==> src/rtl/dma_io_ingest.sv <==
// rtl/dma_io_ingest.sv - DMA channel moving words from the buffered I/O device into memory
module dma_io_ingest #(
  parameter int         ADDR_W        = 32,
  parameter int         DATA_W        = 32,
  parameter int         MAX_LEN       = 31,
  parameter logic [8:0] IO_BASE_INDEX = 9'h1C0
) (
  input  logic              clk,
  input  logic              rst,
  input  logic              cfg_we,
  input  logic [1:0]        cfg_sel,
  input  logic [31:0]       cfg_wdata,
  output logic [31:0]       cfg_rdata,
  input  logic              gpio_req,
  output logic              io_ack,
  output logic              io_write,
  output logic [8:0]        io_index,
  input  logic [DATA_W-1:0] io_data,
  output logic              bus_req,
  input  logic              bus_grant,
  output logic              mem_we,
  output logic [ADDR_W-1:0] mem_addr,
  output logic [DATA_W-1:0] mem_wdata,
  output logic              done_irq
);

  localparam int LEN_W = $clog2(MAX_LEN + 1);

  localparam logic [2:0] S_IDLE  = 3'd0;
  localparam logic [2:0] S_REQ   = 3'd1;
  localparam logic [2:0] S_XFER  = 3'd2;
  localparam logic [2:0] S_FLUSH = 3'd3;
  localparam logic [2:0] S_DONE  = 3'd4;

  logic [2:0]        state, state_n;
  logic [ADDR_W-1:0] dst_base, cur_addr;
  logic [LEN_W-1:0]  length, word_cnt, cnt_next, len_clamped;
  logic              en, irq_en, done, abort_q;
  logic              mem_we_q;
  logic [ADDR_W-1:0] mem_addr_q;
  logic [DATA_W-1:0] mem_wdata_q;
  logic              busy, ctl_wr, abort, accept, len_hit;

  assign busy     = (state != S_IDLE);
  assign ctl_wr   = cfg_we && (cfg_sel == 2'd2);
  // Writing en=0 mid-transfer stops acceptance in that very cycle.
  assign abort    = ctl_wr && !cfg_wdata[0] && busy;
  assign accept   = (state == S_XFER) && gpio_req && bus_grant && !abort;
  assign cnt_next = word_cnt + LEN_W'(1);
  assign len_hit  = accept && (length != '0) && (cnt_next == length);

  assign len_clamped = (cfg_wdata > 32'(MAX_LEN)) ? LEN_W'(MAX_LEN) : cfg_wdata[LEN_W-1:0];

  always_comb begin
    state_n = state;
    case (state)
      S_IDLE:  if (en && gpio_req) state_n = S_REQ;
      S_REQ: begin
        if (bus_grant)      state_n = S_XFER;
        else if (!gpio_req) state_n = S_IDLE;
      end
      S_XFER: begin
        if (len_hit || !gpio_req) state_n = S_FLUSH;
        else if (!bus_grant)      state_n = S_REQ;
      end
      S_FLUSH: state_n = abort_q ? S_IDLE : S_DONE;
      S_DONE:  state_n = S_IDLE;
      default: state_n = S_IDLE;
    endcase
    // An abort holds the bus one more cycle only when a write is still on it.
    if (abort) state_n = mem_we_q ? S_FLUSH : S_IDLE;
  end

  always_ff @(posedge clk) begin
    if (rst) begin
      state       <= S_IDLE;
      dst_base    <= '0;
      length      <= '0;
      en          <= 1'b0;
      irq_en      <= 1'b0;
      done        <= 1'b0;
      cur_addr    <= '0;
      word_cnt    <= '0;
      abort_q     <= 1'b0;
      mem_we_q    <= 1'b0;
      mem_addr_q  <= '0;
      mem_wdata_q <= '0;
    end else begin
      state <= state_n;
      if (cfg_we && !busy && cfg_sel == 2'd0) dst_base <= ADDR_W'(cfg_wdata);
      if (cfg_we && !busy && cfg_sel == 2'd1) length <= len_clamped;
      if (ctl_wr) begin
        en     <= cfg_wdata[0];
        irq_en <= cfg_wdata[1];
        done   <= 1'b0;
      end else if (state == S_DONE) begin
        en   <= 1'b0;
        done <= 1'b1;
      end
      if (state == S_IDLE && state_n == S_REQ) begin
        cur_addr <= dst_base;
        word_cnt <= '0;
      end else if (accept) begin
        cur_addr <= cur_addr + ADDR_W'(1);
        word_cnt <= cnt_next;
      end
      if (abort)
        abort_q <= 1'b1;
      else if (state == S_FLUSH || state == S_IDLE)
        abort_q <= 1'b0;
      mem_we_q <= accept;
      if (accept) begin
        mem_addr_q  <= cur_addr;
        mem_wdata_q <= io_data;
      end
    end
  end

  always_comb begin
    cfg_rdata = '0;
    case (cfg_sel)
      2'd0: cfg_rdata = 32'(dst_base);
      2'd1: cfg_rdata = 32'(length);
      2'd2: cfg_rdata = {30'd0, irq_en, en};
      default: cfg_rdata = (32'(word_cnt) << 8) | {30'd0, done, busy};
    endcase
  end

  assign bus_req   = (state == S_REQ) || (state == S_XFER) || (state == S_FLUSH);
  assign io_ack    = (state == S_XFER) && !abort;
  assign io_write  = 1'b0;
  assign io_index  = (state == S_XFER) ? IO_BASE_INDEX : 9'd0;
  assign mem_we    = mem_we_q;
  assign mem_addr  = mem_addr_q;
  assign mem_wdata = mem_wdata_q;
  assign done_irq  = (state == S_DONE) && irq_en;

endmodule

==> config.mk <==
export PLATFORM = sky130hd
export DESIGN_NAME = dma_io_ingest
export DESIGN_NICKNAME = d
export VERILOG_FILES = /design/src/rtl/dma_io_ingest.sv
export SDC_FILE = /design/constraint.sdc
export NUM_CORES = 1
export LEC_CHECK = 0
export ABC_AREA = 1
export CAP_MARGIN = 30
export CORE_AREA = 4 4 145 105
export DETAILED_ROUTE_END_ITERATION = 8
export DIE_AREA = 0 0 149 109
export PLACE_DENSITY = 0.85
export REMOVE_ABC_BUFFERS = 1
export SYNTH_ARGS = -nofsm -noshare
export SYNTH_HDL_FRONTEND = slang
export SYNTH_SLANG_ARGS = --single-unit
==> constraint.sdc <==
create_clock -name clk -period 4.52 [get_ports clk]
set_input_delay 0.904 -clock clk [delete_from_list [all_inputs] [get_ports clk]]
set_output_delay 0.904 -clock clk [all_outputs]
set_load 0.02 [all_outputs]
==> reports/qor.yml <==
cp.arrival_ns: 3.06
place.gp.congestion: 0.9291
drtIter0Drc: 658
port_buffers: 173
synth-edff-count: 0
die_area_sq_um: 16240
hold_path.class: "register to register"
core_sq_um: 13780
ys_seq_area_share_pct: 42.71
design_area_sq_um: 9198
netlist.area_leader.share_pct: 42.71
cts_setup_buffers: 0
synth_mux_area_share_pct: 0
min_delay_path_depth: 1
cts_hold_buf: 0
synthesis.instances: 987
end_kind: "output port"
yosys-top-cells-count: "nand2_1 (200), nor2_1 (169), dfxtp_1 (146)"
vias: 6955
slew_headroom_pct: 38.47
synth_top_family_by_area: "simple AND/OR/NAND/NOR gates"
diodes: 0
cts.reportedPaths.clkPinSlew_ns: 0.07
period_minus_slack_ns: 3.959
status: "finished, final reports clean"
fmaxAchievable_ghz: 0.2526
gr-usage-met1_pct: 36.09
rr_worst_depth: 9
use_met2_pct: 37.08
grt_pass1_wl_microns: 32470
grt.total_usage_pct: 24.92
cp_data_required_time_ns: 3.62
setup_tns_ns: 0
finClkSkew_ns: 0.01039
drc: 0
globalRouteOverflowTotal: 0
cts-resized-gates: 0
avgSynthCellArea_sq_um: 6.933
dp_hpwl_microns: 14420
busiest_layer: "met2"
post_drt_wl_per_cell_microns: 15.33
synth_top_area_cell: "dfxtp_1"
clock_latency_ns: 0.42
synth.area.top_cells: "dfxtp_1 (43%), nand2_1 (11%), nor2_1 (9.3%), o21ai_0 (8.3%), inv_1 (5.2%)"
cap_violations: 0
critPathLaunchType: "input pin"
synth-simple-area-share_pct: 27.37
r2r-end: "cur_addr[13]"
async_flop_share_pct: 0
cts_buffer_depth: 2
synth_xor_area_share_pct: 2.944
die_x_microns: 149
path_max_fanout: 23
grt_max_degree: 98
synth_cell_type_count: 37
vias_per_cell: 5.210
peakVddDrop_mv: 0.2407
slew_viol_final: 0
yosysMostFrequentCell: "nand2_1"
ys_ff_latch: 146
die_h_microns: 109
placementRows: 36
hold_start: "abort_q"
num-nets-final: 1206
cts_tree: "yes"
placed_area_sq_um: 8574
numCtsBuffers: 17
ys.flop_type: "dfxtp_1"
tightest_slew_ns: 0.9229
cellPowerDensity_nw_per_um2: 333.6
io_pins: 181
firstDrtPassIters: 5
rsz0062_at_grt: "no"
syn_to_final_growth_pct: 34.41
ant_nets: 0
routed_wl_microns: 20470
grt_pass1_vias: 6448
nFillCells: 1250
critical_path_class: "input pin to output port"
hold_viol_final: 0
whs_endpoint: "state[2]"
initial_core_util_pct: 49.65
yosysWarnings: 0
cts_root_buffer: "clkbuf_16"
cts_max_level: 4
clock-sinks: 146
use_met3_pct: 6.481
worst-r2r-setup-slack_ns: 2.13
synth_area_sq_um: 6843
drive_above_1_share_pct: 5.153
antenna_found_initial: 0
synth_adder_area_share_pct: 0.3657
reg2reg_from: "state[0]"
synth_compound_area_share_pct: 16.27
p_leak_nw: 3.695
final-setup-viol-count: 0
fin_crit_sh_pct: 87.59
[worst max-delay path, stage by stage]
cell and delay [ns]:
clkdlybuf4s50_1 0.59, nor2_1 0.08, buf_4 0.18, inv_1 0.59, nor2_1 0.11, clkdlybuf4s50_1 0.58
[flip-flops by register name (all words and copies together) (netlist names), 3 cells and up]
name       count
word_cnt       5
dst_base      32
mem_addr      32
state          3
length         5
cur_addr      32
mem_wdata     32
[final cells by class]
type | instances | area [sq um] | area share (%)
Clock buffer | 18 | 439.2 | 4.775
Clock inverter | 13 | 183.9 | 2.000
Inverter | 98 | 370.4 | 4.027
Multi-Input combinational cell | 689 | 3239 | 35.22
Sequential cell | 146 | 2923 | 31.78
Tap cell | 190 | 237.7 | 2.585
Timing Repair Buffer | 181 | 1804 | 19.62
[cells by family after synthesis]
logic type	count (synthesis)
adders and majority gates	2
DFF	146
and+or+nand+nor	450
xor gates and xnor gates	23
buffers and inverters	158
AOI/OAI and AO/OA	207
other	1
[metrics by stage]
stage          setup slack, ns  power, W  util [%]  hold WS, ns  std cells
3_5_place_dp            0.5993  0.001607     62.21       0.4143       1304
5_1_grt                 0.3849  0.003166     66.73       0.4437       1335
2_1_floorplan           0.9622  0.001471         -       0.3990        933
3_3_place_gp            0.6734  0.001603     62.21       0.4092       1304
6_report                0.5607  0.003069     66.73       0.4261       1335
4_1_cts                 0.5898  0.003078     66.73       0.4248       1335
[metal layers]
layer  up-vias  share of wire [%]
met5         -                  0
met1      3191                 48
met3        20                8.1
met2       281                 43
met4         0               0.91
li1       3463                  -
[layout by cell type, fill, tap and decap left out, drive strengths merged, types with 7 or more instances in the layout]
cell type / netlist / final
inv: 98 / 100
a21oi: 58 / 58
nor4: 8 / 8
o21ai: 115 / 115
o211ai: 16 / 16
nor3: 15 / 15
dfxtp: 146 / 146
a31oi: 9 / 9
conb: 1 / 7
nand2: 203 / 203
nand4: 13 / 13
nor2: 175 / 175
nand3: 32 / 32
clkbuf: 22 / 18
buf: 38 / 8
clkdlybuf4s50: 0 / 173
xor2: 20 / 20
[report_power, final]
| group | internal (W) | switching [W] | leakage, nW |
|---|---|---|---|
| Combinational | 0.000109 | 0.000136 | 2.22 |
| Sequential | 0.00132 | 0.0000242 | 1.18 |
| Clock | 0.000936 | 0.000548 | 0.299 |
[how the worst max path moves through the flow]
stage / start / to / slack, ns / depth (start not counted)
6_report: cfg_sel[1] / cfg_rdata[21] / 0.56 / 6
5_1_grt: cfg_sel[1] / cfg_rdata[15] / 0.38 / 6
3_3_place_gp: cfg_sel[1] / cfg_rdata[24] / 0.67 / 6
4_1_cts: cfg_sel[1] / cfg_rdata[26] / 0.59 / 6
3_5_place_dp: cfg_sel[1] / cfg_rdata[21] / 0.60 / 6
2_1_floorplan: cfg_sel[0] / cur_addr[15] / 0.96 / 11
(Power assumes the default switching activity.)
